## src/rtl/nonce_tx_scheduler_if.sv

```systemverilog
// -----------------------------------------------------------------------------
// nonce_tx_scheduler_if
//
// Handshake between the nonce scheduler and the shared serial transmitter.
//   serial_send  : one-cycle send request          (scheduler  -> transmitter)
//   golden_nonce : word to send, held stable from
//                  send until busy falls           (scheduler  -> transmitter)
//   serial_busy  : transmitter is shifting a frame (transmitter -> scheduler)
//
// Modports: master = scheduler side, slave = transmitter side.
// -----------------------------------------------------------------------------
interface nonce_tx_scheduler_if;
    logic        serial_send;
    logic [31:0] golden_nonce;
    logic        serial_busy;

    modport master (output serial_send, output golden_nonce, input serial_busy);
    modport slave  (input serial_send, input golden_nonce, output serial_busy);
endinterface

```

## src/rtl/nonce_tx_scheduler.sv

```systemverilog
// -----------------------------------------------------------------------------
// nonce_tx_scheduler
//
// Collects golden-nonce results from SLAVES sources, queues them round-robin
// into a FIFO_DEPTH-entry FIFO and feeds them one at a time to the shared
// serial transmitter through a send/busy handshake.
//
// Ports:
//   uart_clk      in   single clock
//   reset         in   synchronous, active-high reset
//   new_nonces    in   [SLAVES]      per-slave one-cycle result strobe
//   slave_nonces  in   [SLAVES*32]   result words, slave i in [i*32 +: 32]
//   work_flush    in   one-cycle pulse on new work, discards queued results
//   tx            if   master side of nonce_tx_scheduler_if
//                      (serial_send / golden_nonce out, serial_busy in)
//   fifo_level    out  [$clog2(FIFO_DEPTH)+1]  FIFO occupancy
//   drop_count    out  [8]           saturating count of overwritten results
//
// Build option:
//   NONCE_DUP_FILTER_EN  when defined, a popped word equal to the last
//                        transmitted word is discarded without a send.
// -----------------------------------------------------------------------------
module nonce_tx_scheduler #(
    parameter int SLAVES     = 3,
    parameter int FIFO_DEPTH = 4
) (
    input  logic                        uart_clk,
    input  logic                        reset,
    input  logic [SLAVES-1:0]           new_nonces,
    input  logic [SLAVES*32-1:0]        slave_nonces,
    input  logic                        work_flush,
    nonce_tx_scheduler_if.master        tx,
    output logic [$clog2(FIFO_DEPTH):0] fifo_level,
    output logic [7:0]                  drop_count
);

    localparam int          PW       = $clog2(FIFO_DEPTH);
    localparam int          SW       = (SLAVES > 1) ? $clog2(SLAVES) : 1;
    localparam logic [PW:0] FULL_LVL = (PW + 1)'(FIFO_DEPTH);

    typedef enum logic [1:0] {IDLE, SEND, WAIT_BUSY, WAIT_DONE} state_t;

    // Capture / arbitration state
    logic [SLAVES-1:0] pend_q;
    logic [31:0]       hold_q [SLAVES];
    logic [SW-1:0]     rr_q;
    logic [7:0]        drop_q, drop_d;

    // FIFO state
    logic [31:0]       fifo_mem_q [FIFO_DEPTH];
    logic [PW-1:0]     wr_ptr_q, rd_ptr_q;
    logic [PW:0]       count_q;

    // Transmit FSM state
    state_t            state_q;
    logic [1:0]        tmo_q;
    logic              send_q;
    logic [31:0]       golden_q;

    // Combinational helpers
    logic              sel_valid;
    logic [SW-1:0]     sel_idx, next_rr;
    int                cand;
    logic [SLAVES-1:0] drain, drop_vec;
    int                drop_sum;
    logic              fifo_full, pop_fire, push_fire, dup_hit;
    logic [31:0]       head;

    assign head      = fifo_mem_q[rd_ptr_q];
    assign fifo_full = (count_q == FULL_LVL);
    // A flush empties the FIFO, so the idle FSM does not pop in that cycle.
    assign pop_fire  = (state_q == IDLE) && (count_q != '0) && !tx.serial_busy && !work_flush;
    // A full FIFO still accepts a push when the head leaves in the same cycle.
    assign push_fire = sel_valid && (!fifo_full || pop_fire);
    assign next_rr   = (int'(sel_idx) == SLAVES - 1) ? '0 : sel_idx + 1'b1;

    // Round-robin pick: first pending slave at or after rr_q.
    // NOTE: every variable driven here gets a default before the loop, so no latch is inferred.
    always_comb begin
        sel_valid = 1'b0;
        sel_idx   = '0;
        cand      = 0;
        for (int k = 0; k < SLAVES; k++) begin
            cand = (int'(rr_q) + k) % SLAVES;
            if (!sel_valid && pend_q[SW'(cand)]) begin
                sel_valid = 1'b1;
                sel_idx   = SW'(cand);
            end
        end
    end

    // Drain / drop decode. A strobe on the slave being drained this cycle
    // replaces a value that is already on its way into the FIFO: not a drop.
    always_comb begin
        drain    = '0;
        drop_vec = '0;
        for (int i = 0; i < SLAVES; i++) begin
            drain[i]    = push_fire && (sel_idx == SW'(i));
            drop_vec[i] = new_nonces[i] && pend_q[i] && !drain[i] && !work_flush;
        end
        drop_sum = int'(drop_q) + $countones(drop_vec);
        drop_d   = (drop_sum > 255) ? 8'hff : 8'(drop_sum);
    end

    // Pending flags, round-robin pointer and drop counter.
    // NOTE: sequential state uses non-blocking assignments so every register samples pre-edge values.
    always_ff @(posedge uart_clk) begin
        if (reset) begin
            pend_q <= '0;
            rr_q   <= '0;
            drop_q <= '0;
        end else begin
            drop_q <= drop_d;
            // rr is left alone by a flush so fairness carries across work units.
            if (push_fire && !work_flush) rr_q <= next_rr;
            for (int i = 0; i < SLAVES; i++) begin
                if (work_flush)         pend_q[i] <= 1'b0;
                else if (new_nonces[i]) pend_q[i] <= 1'b1;
                else if (drain[i])      pend_q[i] <= 1'b0;
            end
        end
    end

    // Data storage: hold registers and FIFO cells.
    // NOTE: storage arrays carry no reset; their validity is tracked by pend_q and count_q.
    always_ff @(posedge uart_clk) begin
        for (int i = 0; i < SLAVES; i++) begin
            if (new_nonces[i] && !work_flush) hold_q[i] <= slave_nonces[i*32 +: 32];
        end
        // hold_q still holds the pre-edge value, so a same-cycle capture
        // on the drained slave pushes the old word and keeps the new one.
        if (push_fire && !work_flush) fifo_mem_q[wr_ptr_q] <= hold_q[sel_idx];
    end

    // FIFO pointers and occupancy.
    always_ff @(posedge uart_clk) begin
        if (reset || work_flush) begin
            wr_ptr_q <= '0;
            rd_ptr_q <= '0;
            count_q  <= '0;
        end else begin
            if (push_fire) wr_ptr_q <= wr_ptr_q + 1'b1;
            if (pop_fire)  rd_ptr_q <= rd_ptr_q + 1'b1;
            count_q <= count_q + {{PW{1'b0}}, push_fire} - {{PW{1'b0}}, pop_fire};
        end
    end

`ifdef NONCE_DUP_FILTER_EN
    // Last word actually handed to the transmitter; all-ones means "none yet".
    logic [31:0] last_q;

    always_ff @(posedge uart_clk) begin
        if (reset || work_flush)   last_q <= '1;
        else if (pop_fire && !dup_hit) last_q <= head;
    end

    assign dup_hit = (head == last_q);
`else
    assign dup_hit = 1'b0;
`endif

    // Transmit sequencer. golden_q only loads on IDLE->SEND so the word stays
    // stable for the whole frame; a popped duplicate is simply dropped.
    always_ff @(posedge uart_clk) begin
        if (reset) begin
            state_q  <= IDLE;
            tmo_q    <= '0;
            send_q   <= 1'b0;
            golden_q <= '0;
        end else begin
            send_q <= 1'b0;
            unique case (state_q)
                IDLE: begin
                    if (pop_fire && !dup_hit) begin
                        golden_q <= head;
                        send_q   <= 1'b1;
                        state_q  <= SEND;
                    end
                end
                SEND: begin
                    tmo_q   <= '0;
                    state_q <= WAIT_BUSY;
                end
                WAIT_BUSY: begin
                    // Four cycles without busy: treat the word as sent.
                    if (tx.serial_busy)      state_q <= WAIT_DONE;
                    else if (tmo_q == 2'd3)  state_q <= IDLE;
                    else                     tmo_q   <= tmo_q + 2'd1;
                end
                WAIT_DONE: begin
                    if (!tx.serial_busy) state_q <= IDLE;
                end
                default: state_q <= IDLE;
            endcase
        end
    end

    assign tx.serial_send  = send_q;
    assign tx.golden_nonce = golden_q;
    assign fifo_level      = count_q;
    assign drop_count      = drop_q;

endmodule

```

## src/flat_wrapper.sv

```systemverilog
// flat-port wrapper written by rule: the top's interface ports become plain ports
module nonce_tx_scheduler_flat 
#(
    parameter int SLAVES     = 3,
    parameter int FIFO_DEPTH = 4
)
  (uart_clk, reset, new_nonces, slave_nonces, work_flush, fifo_level, drop_count, tx_serial_send, tx_golden_nonce, tx_serial_busy);
  nonce_tx_scheduler_if tx_i ();
  input  logic uart_clk;
  input  logic reset;
  input  logic [SLAVES-1:0] new_nonces;
  input  logic [SLAVES*32-1:0] slave_nonces;
  input  logic work_flush;
  output logic [$clog2(FIFO_DEPTH):0] fifo_level;
  output logic [7:0] drop_count;
  output wire logic [$bits(tx_i.serial_send)-1:0] tx_serial_send;
  output wire logic [$bits(tx_i.golden_nonce)-1:0] tx_golden_nonce;
  input wire logic [$bits(tx_i.serial_busy)-1:0] tx_serial_busy;
  assign tx_serial_send = tx_i.serial_send;
  assign tx_golden_nonce = tx_i.golden_nonce;
  assign tx_i.serial_busy = tx_serial_busy;
  nonce_tx_scheduler #(.SLAVES(SLAVES), .FIFO_DEPTH(FIFO_DEPTH)) u_core (.uart_clk(uart_clk), .reset(reset), .new_nonces(new_nonces), .slave_nonces(slave_nonces), .work_flush(work_flush), .tx(tx_i), .fifo_level(fifo_level), .drop_count(drop_count));
endmodule
```

## config.mk

```make
export PLATFORM = sky130hd
export DESIGN_NAME = nonce_tx_scheduler_flat
export DESIGN_NICKNAME = d
export VERILOG_FILES = /design/src/rtl/nonce_tx_scheduler_if.sv /design/src/rtl/nonce_tx_scheduler.sv /design/src/flat_wrapper.sv
export SDC_FILE = /design/constraint.sdc
export NUM_CORES = 1
export LEC_CHECK = 0
export ABC_AREA = 1
export BUFFER_PORTS_ARGS = -buffer_cell sky130_fd_sc_hd__buf_4
export CORE_MARGIN = 2
export CORE_UTILIZATION = 28
export CTS_BUF_LIST = sky130_fd_sc_hd__clkbuf_16
export DETAILED_ROUTE_END_ITERATION = 10
export GPL_ROUTABILITY_DRIVEN = 0
export SLEW_MARGIN = 20
export SYNTH_ARGS = -nofsm -noshare
export SYNTH_HDL_FRONTEND = slang
export SYNTH_SLANG_ARGS = --single-unit
```

## constraint.sdc

```tcl
create_clock -name uart_clk -period 8.1 [get_ports uart_clk]
set_input_delay 1.62 -clock uart_clk [delete_from_list [all_inputs] [get_ports uart_clk]]
set_output_delay 1.62 -clock uart_clk [all_outputs]
set_load 0.01 [all_outputs]
```

==> impl_metrics.yaml <==
global_routing:
  grt_first_pass_wirelength_um: 38700
  grt_pass1_vias: 6781
  antenna_found_initial: 0
  grt_max_degree: 67
  grt_overflow_total: 0
  grt_use_total: 0.123
worst_setup_path:
  slowest_stage: "nor2_4"
  arrival_ns: 5.56
  end_kind: "flop"
  worstPathRequired_ns: 8.56
  critPathBufInv: 5
  r2r_cells: 23
  crit_chain: "inv_1 > ha_1 > inv_1 > nand3_2 > nand2_2 > o21ai_0 > nand2_1 > nand2_2 > nor2_4 > nand2_1 > nand2_1 > nor2_1 > ha_1 > inv_1 > fa_1 > fa_1 > nor2_1 > inv_1 > nor3_1 > nand2_1 > nor2_1 > inv_1 > a31oi_1"
  crit_type: "reg2reg"
  cp-start-kind: "flop"
  r2r_setup_slack_ns: 3.01
  cp_top_family: "simple AND/OR/NAND/NOR gates"
  cp_max_fo: 36
  r2r_start: "u_core.rr_q[0]$_SDFFE_PP0P_"
  slowest_delay_ns: 0.94
  r2r_end: "u_core.drop_count[5]$_SDFF_PP0_"
  crit_path_frequent_cell: "inv_1"
sta:
  relSlewSlack: 0.270
  fin_setup_tns_ns: 0
  timing.fmax_mhz: 196
  layout_worst_path_cycle_share: 0.629
  setup_violations: 0
  slew_viol_final: 0
  skew_ns: 0.0132
  hold_viol: 0
  worst_pin_slew_ns: 1.09
  min_period_ns: 5.09
  rsz0062_at_grt: "false"
final_layout:
  final_cell_mix: "edfxtp_1, buf_4, nor2_1"
  areaGrowthSynthToFinish_pct: 24.5
  final_util: 0.355
  multi_input_area_um2: 2600
  fill_cells: 3755
  nets: 1157
  fin_area_um2: 13400
  drive_gt1_frac: 0.220
  seq_area_um2: 7870
  stdcell_count: 1572
  final_common_cell: "edfxtp_1"
drt:
  vias: 6836
  drt_iter0_markers: 382
  wl_per_cell_um: 16.0
  final_antenna_net_count: 0
  viasPerCell: 4.35
  firstDrtPassIters: 5
  drc_errors: 0
  routed_wl_um: 25200
logic_synthesis:
  synthArstFlopShare: 0
  synth_edf_count: 224
  yosysSeqAreaShare: 0.728
  ys_types: 33
  syn_area_um2: 10800
  synth_seq_cells: 281
  yosys_warnings: 0
  syn_inst: 895
  avgSynthCellArea_um2: 12.1
  syn_nets: 1013
  ys.flop_type: "edfxtp_1"
clock_tree:
  htreeDepth: 1
  holdBufCountCts: 0
  path_clk_slew_ns: 0.07
  cts_setup_buffers: 0
  cts_sinks: 281
  clock_path_buffers: 3
  cts_inserted_buffers: 27
  tritoncts: "built"
  worstSkewPairLatency_ns: 0.54
  ctsResizeCount: 0
  ctsRootBufferMaster: "clkbuf_16"
floorplan:
  initial_core_util: 0.285
  core_um2: 37800
  ioPinCount: 147
  core.rowCount: 71
  die_w_um: 200
  die_area_um2: 40200
  die_height_um: 200
hold_path:
  hold_depth: 1
  min_from: "u_core.tmo_q[0]$_SDFFE_PP0P_"
  hp-class: "reg2reg"
  holdPathEnd: "u_core.tmo_q[0]$_SDFFE_PP0P_"
placed_design:
  io_buffer_count: 146
  post-dp-hpwl_um: 16400
  dp_cells: 1521
  placed_area_um2: 12500
outcome:
  outcome: "completed"
power_and_ir_drop:
  power.leakage_uw: 0.00499
  p_per_area_nw_per_um2: 352
  vdd_drop_max_uv: 196
run:
  maxCapViolCount: 0
-- Yosys cell counts, types with 5 or more instances --
library cell  count  area [um2]
ha_1             12         150
nor3_1            5        25.0
nand3_1          36         180
a31oi_1          35         219
nor2_1          156         586
o21ai_0         107         536
nand3_2           5        50.1
buf_2             5        25.0
inv_1            44         165
clkbuf_1         28         105
nand2_1         123         462
a21oi_1          13        65.1
edfxtp_1        224        6730
dfxtp_1          57        1140
nand2_2          14        87.6
-- cell families (layout without fill, tap and decap cells) --
kind of cell	Yosys count	after routing	synth area share
XOR/XNOR	3	3	0.00243
buffers and inverters	89	254	0.0354
other	0	1	0
flip-flops	281	281	0.728
AND/OR/NAND/NOR	346	346	0.133
AO/OA/AOI/OAI	161	161	0.0809
adder cells (fa/ha/maj)	15	15	0.0195
-- state kept, by name, indices dropped and copies added (netlist names) --
register                flops
u_core.fifo_mem_q         128
u_core.hold_q              96
u_core.tx.golden_nonce     32
u_core.drop_count           8
u_core.fifo_level           3
u_core.pend_q               3
u_core.rd_ptr_q             2
u_core.rr_q                 2
u_core.state_q              2
u_core.tmo_q                2
u_core.wr_ptr_q             2
u_core.tx.serial_send       1
-- worst max path at each step --
stage,from,endpoint,slack (ns),cells after the start
finish,u_core.rr_q[0]$_SDFFE_PP0P_,u_core.drop_count[5]$_SDFF_PP0_,3.01,23
global route,u_core.rr_q[0]$_SDFFE_PP0P_,u_core.drop_count[2]$_SDFF_PP0_,2.36,23
CTS,u_core.rr_q[0]$_SDFFE_PP0P_,u_core.drop_count[5]$_SDFF_PP0_,2.96,23
detailed placement,u_core.rr_q[0]$_SDFFE_PP0P_,u_core.drop_count[5]$_SDFF_PP0_,2.98,23
global placement,u_core.rr_q[0]$_SDFFE_PP0P_,u_core.drop_count[5]$_SDFF_PP0_,3.14,23
floorplan,new_nonces[1],u_core.drop_count[5]$_SDFF_PP0_,2.97,15
-- worst register-to-register path, stage by stage (launching register included) --
cell and delay [ns]:
dfxtp_1 0.35, inv_1 0.07, ha_1 0.23, inv_1 0.14, nand3_2 0.12, nand2_2 0.12
o21ai_0 0.11, nand2_1 0.09, nand2_2 0.46, nor2_4 0.94, nand2_1 0.10, nand2_1 0.13
nor2_1 0.05, ha_1 0.26, inv_1 0.05, fa_1 0.43, fa_1 0.40, nor2_1 0.14
inv_1 0.09, nor3_1 0.24, nand2_1 0.08, nor2_1 0.15, inv_1 0.11, a31oi_1 0.14
-- stage by stage --
step                setup WS [ns]  total power [uW]  hold WS (ns)
floorplan                    2.97              2980         0.433
global placement             3.14              3410         0.452
detailed placement           2.98              3460         0.462
CTS                          2.96              4800         0.472
global route                 2.36              5010         0.500
finish                       3.01              4730         0.474
-- where the power goes --
part           switching (uW)  internal (uW)
logic                     955            348
registers                69.8           2030
clock network             535            799
total                    1560           3170
-- layout make-up --
type / instances / share of cell area
flip-flops and latches: 281 / 0.585
well taps: 511 / 0.0475
diodes: 1 / 0.000186
clock buffers: 27 / 0.0502
repair buffers: 157 / 0.0901
clock inverters: 23 / 0.0200
multi-input cells: 525 / 0.194
inverters: 47 / 0.0131
-- routing by layer --
layer / vias to the layer above / global-route usage / share of wire
met1: 3213 / 0.175 / 0.48
met2: 172 / 0.195 / 0.45
li1: 3414 / - / -
met5: - / 0 / 0
met3: 37 / 0.0153 / 0.044
met4: 0 / 0.0410 / 0.020
No activity file was read; power rests on OpenSTA's default activity.
